**src/rtl/msx_pkg.sv**
```systemverilog
// Shared constants and types for the MSX1 Z80 bus controller.
// Holds the slot port address, the open-bus value and the M1 wait FSM states.
package msx_pkg;

    localparam logic [7:0] SLOT_PORT = 8'hA8;
    localparam logic [7:0] OPEN_BUS  = 8'hFF;

    typedef logic [1:0] slot_t;

    typedef enum logic [1:0] {
        ST_IDLE,
        ST_WAIT,
        ST_HOLD
    } waitState_e;

    // Each 16 KB page owns a 2-bit field of the primary slot register.
    function automatic slot_t pageSlot(input logic [7:0] slotReg, input logic [1:0] page);
        return slotReg[2*page +: 2];
    endfunction

endpackage

```
**src/rtl/msx_bus_ctrl_if.sv**
```systemverilog
// Z80-side bus and memory-side data signals of the MSX bus controller.
// The slave modport is the controller; the master modport is the CPU/memory side.
interface msx_bus_if;

    logic        ce_3m58_p;
    logic        ce_3m58_n;
    logic [15:0] cpu_a;
    logic [7:0]  cpu_do;
    logic        cpu_mreq_n;
    logic        cpu_iorq_n;
    logic        cpu_rd_n;
    logic        cpu_wr_n;
    logic        cpu_m1_n;
    logic        cpu_rfsh_n;
    logic [7:0]  cpu_di;
    logic        cpu_wait_n;
    logic [7:0]  rom_q;
    logic [7:0]  ram_q;
    logic        ram_we;
    logic [7:0]  slot_reg;

    modport slave (
        input  ce_3m58_p, ce_3m58_n, cpu_a, cpu_do,
        input  cpu_mreq_n, cpu_iorq_n, cpu_rd_n, cpu_wr_n, cpu_m1_n, cpu_rfsh_n,
        input  rom_q, ram_q,
        output cpu_di, cpu_wait_n, ram_we, slot_reg
    );

    modport master (
        output ce_3m58_p, ce_3m58_n, cpu_a, cpu_do,
        output cpu_mreq_n, cpu_iorq_n, cpu_rd_n, cpu_wr_n, cpu_m1_n, cpu_rfsh_n,
        output rom_q, ram_q,
        input  cpu_di, cpu_wait_n, ram_we, slot_reg
    );

endinterface

```
**src/rtl/msx_bus_ctrl_wait_gen.sv**
```systemverilog
// M1 wait-state generator: pulls WAIT low for M1_WAIT CPU clock ticks
// at the start of every opcode fetch, then holds off until M1 ends.
module msx_wait_gen
    import msx_pkg::*;
#(
    parameter int unsigned M1_WAIT = 1
) (
    input  logic clk,
    input  logic reset_n,
    input  logic ce_3m58_p,
    input  logic m1_n,
    input  logic mreq_n,
    output logic wait_n
);

    waitState_e state_q, state_d;
    logic [7:0] cnt_q, cnt_d;
    logic       waitN_q, waitN_d;

    always_ff @(posedge clk or negedge reset_n) begin
        if (!reset_n) begin
            state_q <= ST_IDLE;
            cnt_q   <= '0;
            waitN_q <= 1'b1;
        end else begin
            state_q <= state_d;
            cnt_q   <= cnt_d;
            waitN_q <= waitN_d;
        end
    end

    // HOLD keeps a long M1 from re-triggering once its wait has been served.
    always_comb begin
        state_d = state_q;
        cnt_d   = cnt_q;
        waitN_d = waitN_q;
        case (state_q)
            ST_IDLE: begin
                if ((M1_WAIT > 0) && ce_3m58_p && !m1_n && !mreq_n) begin
                    state_d = ST_WAIT;
                    cnt_d   = 8'(M1_WAIT);
                    waitN_d = 1'b0;
                end
            end
            ST_WAIT: begin
                if (ce_3m58_p) begin
                    if (cnt_q == 8'd1) begin
                        state_d = ST_HOLD;
                        waitN_d = 1'b1;
                    end else begin
                        cnt_d = cnt_q - 8'd1;
                    end
                end
            end
            ST_HOLD: begin
                if (m1_n) begin
                    state_d = ST_IDLE;
                end
            end
            default: begin
                state_d = ST_IDLE;
                waitN_d = 1'b1;
            end
        endcase
    end

    assign wait_n = waitN_q;

endmodule

```
**src/rtl/msx_bus_ctrl.sv**
```systemverilog
// MSX1 Z80 bus controller: primary slot register at port A8h, page-to-slot
// decode, CPU read data steering, RAM write strobe and M1 wait insertion.
module msx_bus_ctrl
    import msx_pkg::*;
#(
    parameter int unsigned ROM_SLOT = 0,
    parameter int unsigned RAM_SLOT = 3,
    parameter int unsigned M1_WAIT  = 1
) (
    input logic        clk,
    input logic        reset_n,
    msx_bus_if.slave   bus
);

    logic       wrN_q, wrNPrev_q;
    logic [7:0] slotReg_q, slotReg_d;
    logic       ramWe_q, ramWe_d;
    logic       wrFall;
    logic [1:0] page;
    slot_t      activeSlot;
    logic       slotPortHit, ioAccess, memAccess, romHit, ramHit;
    logic [7:0] cpuDi;
    logic       waitN;
    logic       unusedBits;

    assign unusedBits = ^{bus.ce_3m58_n, bus.cpu_a[13:8]};

    always_ff @(posedge clk or negedge reset_n) begin
        if (!reset_n) begin
            wrN_q     <= 1'b1;
            wrNPrev_q <= 1'b1;
            slotReg_q <= 8'h00;
            ramWe_q   <= 1'b0;
        end else begin
            wrN_q     <= bus.cpu_wr_n;
            wrNPrev_q <= wrN_q;
            slotReg_q <= slotReg_d;
            ramWe_q   <= ramWe_d;
        end
    end

    assign wrFall      = wrNPrev_q & ~wrN_q;
    assign page        = bus.cpu_a[15:14];
    assign activeSlot  = pageSlot(slotReg_q, page);
    assign slotPortHit = (bus.cpu_a[7:0] == SLOT_PORT);
    assign ioAccess    = !bus.cpu_iorq_n && bus.cpu_m1_n;
    assign memAccess   = !bus.cpu_mreq_n && bus.cpu_rfsh_n;
    assign romHit      = (activeSlot == 2'(ROM_SLOT)) && !page[1];
    assign ramHit      = (activeSlot == 2'(RAM_SLOT));

    // ROM is checked first so it shadows RAM when both share a slot.
    always_comb begin
        slotReg_d = slotReg_q;
        ramWe_d   = 1'b0;
        cpuDi     = OPEN_BUS;
        if (wrFall && !bus.cpu_wr_n && ioAccess && slotPortHit) begin
            slotReg_d = bus.cpu_do;
        end
        if (wrFall && !bus.cpu_wr_n && memAccess && ramHit) begin
            ramWe_d = 1'b1;
        end
        if (!bus.cpu_rd_n) begin
            if (ioAccess && slotPortHit) begin
                cpuDi = slotReg_q;
            end else if (memAccess) begin
                if (romHit) begin
                    cpuDi = bus.rom_q;
                end else if (ramHit) begin
                    cpuDi = bus.ram_q;
                end
            end
        end
    end

    msx_wait_gen #(
        .M1_WAIT (M1_WAIT)
    ) uWaitGen (
        .clk       (clk),
        .reset_n   (reset_n),
        .ce_3m58_p (bus.ce_3m58_p),
        .m1_n      (bus.cpu_m1_n),
        .mreq_n    (bus.cpu_mreq_n),
        .wait_n    (waitN)
    );

    assign bus.cpu_di     = cpuDi;
    assign bus.cpu_wait_n = waitN;
    assign bus.ram_we     = ramWe_q;
    assign bus.slot_reg   = slotReg_q;

endmodule

```
**src/flat_wrapper.sv**
```systemverilog
// flat-port wrapper written by rule: the top's interface ports become plain ports
module msx_bus_ctrl_flat import msx_pkg::*;
#(
    parameter int unsigned ROM_SLOT = 0,
    parameter int unsigned RAM_SLOT = 3,
    parameter int unsigned M1_WAIT  = 1
)
  (clk, reset_n, bus_ce_3m58_p, bus_ce_3m58_n, bus_cpu_a, bus_cpu_do, bus_cpu_mreq_n, bus_cpu_iorq_n, bus_cpu_rd_n, bus_cpu_wr_n, bus_cpu_m1_n, bus_cpu_rfsh_n, bus_rom_q, bus_ram_q, bus_cpu_di, bus_cpu_wait_n, bus_ram_we, bus_slot_reg);
  msx_bus_if bus_i ();
  input logic clk;
  input logic reset_n;
  input wire logic [$bits(bus_i.ce_3m58_p)-1:0] bus_ce_3m58_p;
  input wire logic [$bits(bus_i.ce_3m58_n)-1:0] bus_ce_3m58_n;
  input wire logic [$bits(bus_i.cpu_a)-1:0] bus_cpu_a;
  input wire logic [$bits(bus_i.cpu_do)-1:0] bus_cpu_do;
  input wire logic [$bits(bus_i.cpu_mreq_n)-1:0] bus_cpu_mreq_n;
  input wire logic [$bits(bus_i.cpu_iorq_n)-1:0] bus_cpu_iorq_n;
  input wire logic [$bits(bus_i.cpu_rd_n)-1:0] bus_cpu_rd_n;
  input wire logic [$bits(bus_i.cpu_wr_n)-1:0] bus_cpu_wr_n;
  input wire logic [$bits(bus_i.cpu_m1_n)-1:0] bus_cpu_m1_n;
  input wire logic [$bits(bus_i.cpu_rfsh_n)-1:0] bus_cpu_rfsh_n;
  input wire logic [$bits(bus_i.rom_q)-1:0] bus_rom_q;
  input wire logic [$bits(bus_i.ram_q)-1:0] bus_ram_q;
  output wire logic [$bits(bus_i.cpu_di)-1:0] bus_cpu_di;
  output wire logic [$bits(bus_i.cpu_wait_n)-1:0] bus_cpu_wait_n;
  output wire logic [$bits(bus_i.ram_we)-1:0] bus_ram_we;
  output wire logic [$bits(bus_i.slot_reg)-1:0] bus_slot_reg;
  assign bus_i.ce_3m58_p = bus_ce_3m58_p;
  assign bus_i.ce_3m58_n = bus_ce_3m58_n;
  assign bus_i.cpu_a = bus_cpu_a;
  assign bus_i.cpu_do = bus_cpu_do;
  assign bus_i.cpu_mreq_n = bus_cpu_mreq_n;
  assign bus_i.cpu_iorq_n = bus_cpu_iorq_n;
  assign bus_i.cpu_rd_n = bus_cpu_rd_n;
  assign bus_i.cpu_wr_n = bus_cpu_wr_n;
  assign bus_i.cpu_m1_n = bus_cpu_m1_n;
  assign bus_i.cpu_rfsh_n = bus_cpu_rfsh_n;
  assign bus_i.rom_q = bus_rom_q;
  assign bus_i.ram_q = bus_ram_q;
  assign bus_cpu_di = bus_i.cpu_di;
  assign bus_cpu_wait_n = bus_i.cpu_wait_n;
  assign bus_ram_we = bus_i.ram_we;
  assign bus_slot_reg = bus_i.slot_reg;
  msx_bus_ctrl #(.ROM_SLOT(ROM_SLOT), .RAM_SLOT(RAM_SLOT), .M1_WAIT(M1_WAIT)) u_core (.clk(clk), .reset_n(reset_n), .bus(bus_i));
endmodule
```
**config.mk**
```make
export PLATFORM = sky130hd
export DESIGN_NAME = msx_bus_ctrl_flat
export DESIGN_NICKNAME = d
export VERILOG_FILES = /design/src/rtl/msx_pkg.sv /design/src/rtl/msx_bus_ctrl_if.sv /design/src/rtl/msx_bus_ctrl_wait_gen.sv /design/src/rtl/msx_bus_ctrl.sv /design/src/flat_wrapper.sv
export SDC_FILE = /design/constraint.sdc
export NUM_CORES = 1
export LEC_CHECK = 0
export ABC_AREA = 1
export BUFFER_PORTS_ARGS = -buffer_cell sky130_fd_sc_hd__buf_4
export CAP_MARGIN = 25
export CORE_MARGIN = 2
export CORE_UTILIZATION = 45
export DETAILED_ROUTE_END_ITERATION = 12
export PLACE_DENSITY = 0.76
export SETUP_SLACK_MARGIN = 0.3
export SKIP_LAST_GASP = 1
export SLEW_MARGIN = 20
export SYNTH_ARGS = -nofsm -noshare
export SYNTH_HDL_FRONTEND = slang
export SYNTH_SLANG_ARGS = --single-unit
```
**constraint.sdc**
```tcl
create_clock -name clk -period 2.1 [get_ports clk]
set_input_delay 0.42 -clock clk [delete_from_list [all_inputs] [get_ports clk]]
set_output_delay 0.42 -clock clk [all_outputs]
set_load 0.01 [all_outputs]
```
[After elaboration in Yosys (flattened, before gate mapping)]
Cells that the tools add are included.
Widths: inputs -> output; s select.
Word-level totals
  input port bits: 50
  bits in registers: 22
  logic and storage cells: 63
  output and inout port bits: 18
Operators by class
  add/sub/neg operators: 1
  reduce and logical (&&, ||, !) cells: 22
  bitwise gates (word level): 3
  muxes and demuxes: 19
  shift operators: 1
  equal/unequal tests: 10
Operators by type and width (count)
  $mux 8: 8
  $pmux 8 s2: 1
  $reduce_and 4->1: 3
  $logic_and 1x1->1: 11
  $ne 2x2->1 const B: 5
  $eq 8x1->1 const B: 1
  $eq 8x8->1 const B: 1
  $mux 2: 4
  $shiftx 8x4->2: 1
  $sub 8x1->8 const B: 1
  $pmux 2 s3: 1
  $logic_not 1->1: 5
  $eq 2x2->1 const B: 2
  $logic_not 2->1: 2
  $mux 1: 4
  $pmux 1 s3: 1
  $eq 2x1->1 const B: 1
  $not 1->1: 2
  $reduce_bool 2->1: 1
  $and 1x1->1: 1

[Depth between registers and ports, before layout]
Gate-level depths: netlist of the first run.
  word-level depth: 7
  gate-level depth with buffers: 10
  gate-level depth less buffers: 10

[Hierarchy]
Synthesis of the first run repeated with hierarchy kept, for this count alone.
Second synthesis, totals
  cell total of the unflattened synthesis: 271
  area total of the unflattened synthesis: 1719.1 um^2
By module, submodules not included
  msx_bus_ctrl: sequential area each 277.8 um^2, times used 1, area each 968.4 um^2, cells an instance 173
  msx_wait_gen: sequential area each 276.5 um^2, times used 1, area each 750.7 um^2, cells an instance 98

[Worst setup path before layout of the first run]
No wires, ideal clock.
  path kind: input-to-output
  start: input bus_cpu_a[4]
  end: output bus_cpu_di[5]
  path buffers: 1
  setup slack: 0.363 ns
  cell stages on the path: 8
  data arrival time: 1.317 ns
  required time: 1.680 ns
  cell sequence: nor2_1 nand3_1 nor3_4 buf_6 nand2_1 nand2_1 inv_1 nand2_1
On the way
  cells in the longest elaborated chain, start to end: 4
Ends and longest elaborated chain
  start, declared: line flat_wrapper.sv:14  | input wire logic [$bits(bus_i.cpu_a)-1:0] bus_cpu_a;
  $eq 8x8->1: line msx_bus_ctrl.sv:45  | assign slotPortHit = (bus.cpu_a[7:0] == SLOT_PORT);
  $logic_and 1x1->1: line msx_bus_ctrl.sv:63  | if (ioAccess && slotPortHit) begin
  $mux 8: line msx_bus_ctrl.sv:63
  $mux 8: line msx_bus_ctrl.sv:62  | if (!bus.cpu_rd_n) begin
  end, declared: line flat_wrapper.sv:24  | output wire logic [$bits(bus_i.cpu_di)-1:0] bus_cpu_di;
Every way passes these cells.

[Worst setup path in the final report of the first run]
  start: register u_core.slotReg_q[1], in the netlist u_core.bus.slot_reg[1]
  end: output bus_cpu_di[1]
On the way
  cells in the longest elaborated chain, start to end: 7
  elaborated cells on any way between the ends: 9
  those cells by class: 1 x eq/ne; 1 x shift; 5 x mux; 2 x reduce/logical
Ends and longest elaborated chain
  start, declared: line msx_bus_ctrl.sv:16  | logic [7:0] slotReg_q, slotReg_d;
  start signal, assigned: line msx_bus_ctrl.sv:37  | slotReg_q <= slotReg_d;
  $shiftx 8x4->2: line msx_pkg.sv:18  | return slotReg[2*page +: 2];
  $eq 2x2->1 / $logic_not 2->1 (equally long branches): line msx_bus_ctrl.sv:49, msx_bus_ctrl.sv:48
  $mux 8 / $logic_and 1x1->1 (equally long branches): line msx_bus_ctrl.sv:68, msx_bus_ctrl.sv:48
  $mux 8: line msx_bus_ctrl.sv:66  | if (romHit) begin
  $mux 8: line msx_bus_ctrl.sv:65  | end else if (memAccess) begin
  $mux 8 *: line msx_bus_ctrl.sv:63
  $mux 8 *: line msx_bus_ctrl.sv:62
Mark *: on every way between the ends. The rest lies on a longest branch, timed or not.

==> PnR_summary.wiki, run 1 <==
{| class="wikitable"
! Metric !! Value
|-
| Level count of the clock H-tree || 1
|-
| Count of input and output buffers || 60
|-
| Crit-path cells || nand2_2, nand2_4, nor2_4, nand2_4, nand2_1, nand2_1, nand2_1, nand2_1, buf_4
|-
| Crit path max fanout || 8
|-
| Signal arrival time at the worst endpoint || 1.60 ns
|-
| Critical path's most frequent cell || nand2_1
|-
| Fraction of post-synthesis cell area in the top cell type by area || 29.5%
|-
| Initial core utilization || 47.5%
|-
| Seq pwr share || 36.0%
|-
| M3 GR Usage || 3.17%
|-
| Switching share of power || 38.5%
|-
| Total track usage || 22.2%
|-
| Count of endpoints failing setup in the final report || 0
|-
| Vias per cell || 4.85
|-
| Final weighted congestion of routability-driven global placement || 0.855
|-
| Final layout net count || 392
|-
| Worst Hold Class || input pin to flop
|-
| Worst vdd rail ir drop || 515 uV
|-
| Synthesis-to-layout area growth || 49.4%
|-
| Layout cells sized above 1 || 32.2%
|-
| DR iter-0 viols || 133
|-
| Total congestion overflow after global routing || 0
|-
| Number of primary I/O pins || 68
|-
| Pwr dens || 675 mW/mm2
|-
| Critical path type || flop to primary output
|-
| Pre-CTS worst setup slack || 0.0667 ns
|-
| Buffer cell driving the clock tree root || clkbuf_4
|-
| Max Buffers Root-to-Sink || 2
|-
| Diode count || 0
|-
| DR WL/cell || 11.4 um
|-
| Num Clock Sinks || 22
|-
| Final cycle utilization of the critical path || 96.3%
|-
| Maximum achievable frequency || 494 MHz
|-
| Delay of the slowest cell on the worst path || 0.41 ns
|-
| Switching power of the nets || 0.626 mW
|-
| Half-perimeter wire length after placement || 2980 um
|-
| Residual DRC count || 0
|-
| Synthesized instance count || 258
|-
| Required time of the critical path || 1.68 ns
|-
| Min cycle time layout || 2.02 ns
|-
| Largest clock skew in the final design || 0.00399 ns
|-
| Max Cap Viol || 0
|-
| CTS Buf Count || 3
|-
| Leakage Power || 1.42 nW
|-
| Busiest layer in global routing || met2
|-
| Worst relative slew slack || 66.9%
|-
| Largest net degree at the start of global routing || 23
|-
| Post-synthesis cell type count || 25
|-
| Drt total wl || 4390 um
|-
| Synth Cell Area || 0.00161 mm2
|-
| Run status || completed
|-
| Unrepaired setup endpoints after global routing || yes
|-
| Met2 GRT Util || 34.0%
|-
| TritonCTS clock tree || built
|-
| Antenna Violating Nets Remaining || 0
|-
| Part of the total power dissipated in the clock network || 20.0%
|-
| Library cell occupying the most area in the post-synthesis netlist || dfrtp_1
|-
| Total chip power || 1.62 mW
|-
| Die outline width || 63.8 um
|-
| Internal power || 0.999 mW
|-
| Met1 layer usage reported by global route || 32.8%
|-
| Initial antenna violation count || 0
|-
| Clk Latency, worst-skew pair || 0.31 ns
|-
| Floorplan die area || 0.00407 mm2
|-
| Portion of the post-synthesis area used by sequential elements || 34.4%
|-
| Number of global-route vias before repair || 1621
|-
| Flip-flop and latch count after synthesis || 22
|-
| Drt pass-1 iters || 4
|-
| Number of vias after detailed routing || 1866
|-
| Average footprint of a synthesized cell || 6.24 um2
|-
| Pins Over Slew Limit || 0
|-
| Sort of element at the start of the critical path || flop
|-
| Post-CTS clock slew at the launch and capture registers of the worst setup and hold paths || 0.12 ns
|-
| Element type at the critical path end || primary output
|-
| Critical path's slowest cell || dfrtp_1
|-
| Core Box Area || 0.00339 mm2
|-
| Final standard cell count with taps included and fillers excluded || 385
|-
| Fraction of power consumed by combinational cells || 44.0%
|-
| Final count of hold timing violations || 0
|-
| Synthesis Warnings || 0
|-
| Number of core rows || 21
|-
| Global-route wire length before repair || 7380 um
|-
| Mapped Nets || 310
|-
| Die Height || 63.8 um
|-
| Slew at the pin closest to its max-slew limit || 0.495 ns
|-
| Top post-synthesis cells by area || dfrtp_1 (30%), nand2_1 (25%), nand3_1 (12%), inv_1 (9.3%), dfstp_2 (4.9%)
|-
| Worst Hold Margin || 0.218 ns
|-
| Post-layout worst setup margin || 0.0777 ns
|-
| Placed cell count || 365
|}
[cell type report]
| class | count | area (um2) |
|---|---|---|
| clock buffers | 3 | 22.5 |
| clock inverters | 1 | 30.0 |
| fillers | 282 | 983 |
| inverters | 43 | 161 |
| multi-input cells | 195 | 995 |
| flip-flops and latches | 22 | 554 |
| well taps | 46 | 57.6 |
| repair buffers | 75 | 586 |
[cell usage after synthesis (all sizes together)]
master,n
a21o,1
a22o,1
buf,1
dfrtp,19
dfstp,3
ha,2
inv,43
nand2,112
nand3,40
nand3b,1
nand4,2
nor2,14
nor3,3
nor3b,1
o21ai,11
o22ai,1
xnor2,1
xor2,2
[logic make-up (layout without fill, tap and decap cells)]
family                     Yosys count  count (layout)  share of synthesized area [%]
and+or+nand+nor                    173             176                           46.9
DFF                                 22              22                           34.4
xor gates and xnor gates             3               3                           1.63
AOI/OAI and AO/OA                   14              14                           4.82
adders and majority gates            2               2                           1.55
buffers and inverters               44             122                           10.7
[critical path, delay by kind of cell (launching register included)]
family,cells,cell delay [ns]
buf+inv,1,0.14
simple gates,8,0.75
flops,1,0.41
[per-layer routing]
layer	vias to the layer above	part of all wire, %	wire [um]
met4	0	1.2	51
met5	-	0	0
li1	968	-	-
met3	7	7.2	316
met1	821	47	2080
met2	70	44	1940
[path summary, 6_finish.rpt]
| check | from | to | cells past startpoint | slack [ns] |
|---|---|---|---|---|
| min in group asynchronous | reset_n | u_core.uWaitGen.cnt_q[7] | 2 | 0.51 |
| setup / recovery | u_core.bus.slot_reg[1] | bus_cpu_di[1] | 9 | 0.08 |
| hold / removal | bus_cpu_wr_n | u_core.wrN_q | 1 | 0.22 |
| hold reg to reg | u_core.wrN_q | u_core.wrNPrev_q | 0 | 0.38 |
| max in group asynchronous | reset_n | u_core.wrNPrev_q | 2 | 1.29 |
| setup reg to reg | u_core.uWaitGen.cnt_q[5] | u_core.uWaitGen.cnt_q[2] | 7 | 0.61 |
[repair_timing]
action                                  in CTS  in global routing
resized for setup                           10                 16
pin swaps                                    9                  7
cloned                                       2                  1
endpoints found under the hold margin       19                  0
endpoints found under the setup margin       8                  8
buffers inserted                             7                  5
hold buffers                                 1                  0
[metrics by stage]
step                utilization, %  TNS [ns]  cell area (um2)
finish                        71.0         0             2410
global route                  71.0    -0.197             2410
CTS                           67.8         0             2300
detailed placement            63.0         0             2130
global placement              63.0         0             2130
floorplan                        -         0             1610
[power by group through the flow]
stage | clock (mW) | sequential [mW] | combinational (mW)
2_1_floorplan | 0 | 0.584 | 0.497
3_3_place_gp | 0 | 0.590 | 0.676
3_5_place_dp | 0 | 0.594 | 0.688
4_1_cts | 0.332 | 0.585 | 0.705
5_1_grt | 0.357 | 0.604 | 0.837
6_report | 0.324 | 0.586 | 0.715
[layout by cell type (no fill, tap or decap), types with 4 or more instances in the layout]
master   synthesis  layout
buf_4            0      71
dfrtp_1         19      19
inv_1           40      40
nand2_1        109      99
nand2_2          3       8
nand2_4          0       7
nand3_1         39      35
nand3_2          1       4
nor2_1          12      12
o21ai_0          9       9
No activity file was read; power rests on OpenSTA's default activity.
==> run 2: changes to the inputs <==
Settings changed: CTS_BUF_LIST from default to sky130_fd_sc_hd__clkbuf_8 sky130_fd_sc_hd__clkbuf_16.
==> run 2 against run 1 <==
Sequential share of layout area up 0.67 points. Sequential power about the same. Setup slack better by 0.089 ns. Critical endpoint unchanged. Highest routed layer unchanged.
==> PnR_summary.wiki, run 2 (same netlist as run 1, synthesis figures left out) <==
{| class="wikitable"
! Metric !! Value
|-
| Run status || completed
|-
| Hold buffer count at cts || 0 (-1)
|-
| Largest net degree at the start of global routing || 23 (unchanged)
|-
| Min cycle time layout || 1.93 ns (-0.0891 ns)
|-
| Count of endpoints failing setup in the final report || 0 (unchanged)
|-
| Worst vdd rail ir drop || 531 uV (+3.2%)
|-
| Critical path's slowest cell || dfrtp_1
|-
| Final layout net count || 387 (-1.3%)
|-
| Number of core rows || 21 (unchanged)
|-
| DR iter-0 viols || 134 (+0.75%)
|-
| Placed cell count || 365 (unchanged)
|-
| Final cycle utilization of the critical path || 92.1% (-4.2 points)
|-
| Floorplan die area || 0.00407 mm2 (unchanged)
|-
| Post-CTS clock slew at the launch and capture registers of the worst setup and hold paths || 0.08 ns (-0.04 ns)
|-
| Element type at the critical path end || primary output
|-
| Initial core utilization || 47.5% (unchanged)
|-
| DR WL/cell || 11.1 um (-2.8%)
|-
| Worst Hold Class || input pin to async pin
|-
| Pins Over Slew Limit || 0 (unchanged)
|-
| Die outline width || 63.8 um (unchanged)
|-
| Maximum achievable frequency || 517 MHz (+4.6%)
|-
| Slew at the pin closest to its max-slew limit || 0.510 ns (+0.0146 ns)
|-
| Number of primary I/O pins || 68 (unchanged)
|-
| Global-route wire length before repair || 7360 um (-0.19%)
|-
| Pwr dens || 724 mW/mm2 (+7.2%)
|-
| Drt pass-1 iters || 4 (unchanged)
|-
| Antenna Violating Nets Remaining || 0 (unchanged)
|-
| Sort of element at the start of the critical path || flop
|-
| Final standard cell count with taps included and fillers excluded || 380 (-1.3%)
|-
| TritonCTS clock tree || built
|-
| Final count of hold timing violations || 0 (unchanged)
|-
| Crit path max fanout || 8 (unchanged)
|-
| Critical path's most frequent cell || nand2_1
|-
| Unrepaired setup endpoints after global routing || yes
|-
| Clk Latency, worst-skew pair || 0.27 ns (-0.04 ns)
|-
| Diode count || 0 (unchanged)
|-
| Total track usage || 22.3% (+0.11 points)
|-
| Die Height || 63.8 um (unchanged)
|-
| R2r setup slk || 0.61 ns (about the same)
|-
| Total congestion overflow after global routing || 0 (unchanged)
|-
| Filler Cell Count || 293 (+3.9%)
|-
| Core Box Area || 0.00339 mm2 (unchanged)
|-
| CTS Buf Count || 3 (unchanged)
|-
| R2R depth || 8 (+1)
|-
| Max Buffers Root-to-Sink || 2 (unchanged)
|-
| Initial antenna violation count || 0 (unchanged)
|-
| Vias per cell || 4.72 (-2.7%)
|-
| Most common cell after layout, fill and taps aside || nand2_1
|-
| Commonest non-fill, non-tap cells in the layout || nand2_1 (105), buf_4 (68), inv_1 (40)
|-
| Crit-path cells || nand2_1, nand3_2, nand2_4, nand2_4, nand2_2, nand2_1, nand2_1, nand2_1, buf_6
|-
| Number of global-route vias before repair || 1590 (-1.9%)
|-
| Number of vias after detailed routing || 1792 (-4.0%)
|-
| Synthesis-to-layout area growth || 45.2%
|-
| Worst relative slew slack || 65.9% (-0.98 points)
|-
| Delay of the slowest cell on the worst path || 0.39 ns (-0.02 ns)
|-
| Buffer cell driving the clock tree root || clkbuf_8
|-
| Drt total wl || 4210 um (-4.1%)
|-
| Largest clock skew in the final design || 0.00367 ns (-0.000318 ns)
|-
| Signal arrival time at the worst endpoint || 1.51 ns (-0.09 ns)
|-
| Half-perimeter wire length after placement || 2980 um (unchanged)
|-
| Required time of the critical path || 1.68 ns (about the same)
|-
| Critical path type || flop to primary output
|-
| Count of input and output buffers || 60 (unchanged)
|-
| Leakage Power || 1.38 nW (-2.4%)
|-
| Level count of the clock H-tree || 1 (unchanged)
|-
| Final weighted congestion of routability-driven global placement || 0.855 (unchanged)
|-
| R2R Path Start || u_core.uWaitGen.cnt_q[5]
|-
| Layout cells sized above 1 || 29.3% (-2.8 points)
|-
| Residual DRC count || 0 (unchanged)
|-
| Num Clock Sinks || 22 (unchanged)
|-
| Max Cap Viol || 0 (unchanged)
|-
| Total negative slack for setup checks || 0 ns (unchanged)
|-
| Worst r2r dst || u_core.uWaitGen.cnt_q[2]
|}
## run 2: cell types whose count changed in the layout (fill, tap and decap cells not counted), sizes merged
cell / before / now
dlygate4sd3: 1 / 0
nand2: 114 / 113
buf: 74 / 71
## run 2: per-stage QoR
stage	utilization, %	power (mW)	hold WS [ns]	worst slack [ns]	cell area [um2]
finish	69.0	1.69	0.0266	0.167	2340
global route	69.0	1.85	0.0318	0.0284	2340
CTS	68.1	1.69	0.0322	0.182	2310
detailed placement	63.0	1.28	0.325	0.0667	2130
global placement	63.0	1.27	0.322	0.0677	2130
floorplan	-	1.08	0.124	0.363	1610
## run 2: worst max-delay path, delay by kind of cell (launching register included)
| family | cells | cell delay, ns |
|---|---|---|
| AND/OR/NAND/NOR | 8 | 0.72 |
| flip-flops | 1 | 0.39 |
| buffers and inverters | 1 | 0.12 |
## run 2: layout make-up
| cell class | instances | area (um2) | share of cell area (%) |
|---|---|---|---|
| inverters | 43 | 161 | 6.90 |
| repair buffers | 71 | 553 | 23.6 |
| clock inverters | 1 | 30.0 | 1.28 |
| flip-flops and latches | 22 | 554 | 23.7 |
| multi-input cells | 194 | 941 | 40.2 |
| clock buffers | 3 | 41.3 | 1.77 |
| well taps | 46 | 57.6 | 2.46 |
## run 2: worst max path at each step
stage	startpoint	endpoint	slack [ns]	depth (start not counted)
after floorplan	bus_cpu_a[4]	bus_cpu_di[5]	0.36	8
after global placement	bus_cpu_a[14]	bus_cpu_di[3]	0.07	12
after detailed placement	bus_cpu_a[14]	bus_cpu_di[3]	0.07	12
after CTS	u_core.bus.slot_reg[1]	bus_cpu_di[2]	0.18	9
after global routing	u_core.bus.slot_reg[1]	bus_cpu_di[1]	0.03	10
final	u_core.bus.slot_reg[6]	bus_cpu_di[1]	0.17	9
## run 2: power by group
part           internal [mW]  switching (mW)  leakage (nW)  total, mW
Combinational          0.288           0.418          1.06      0.706
Sequential             0.514          0.0733         0.288      0.587
Clock                  0.255           0.145        0.0357      0.399
Total                   1.06           0.636          1.38       1.69
## run 2: timing repair
action / CTS / global route
setup buffers: 7 / 2
gates cloned: 2 / 0
setup endpoints to repair: 8 / 8
gates resized for setup: 9 / 4
pin swaps: 10 / 4
## run 2: routing by layer
layer	share of wire (%)	GRT usage, %	up-vias
li1	-	-	955
met1	48	32.4	781
met4	0.52	5.71	0
met5	0	0	-
met3	7.7	4.23	2
met2	44	34.1	54
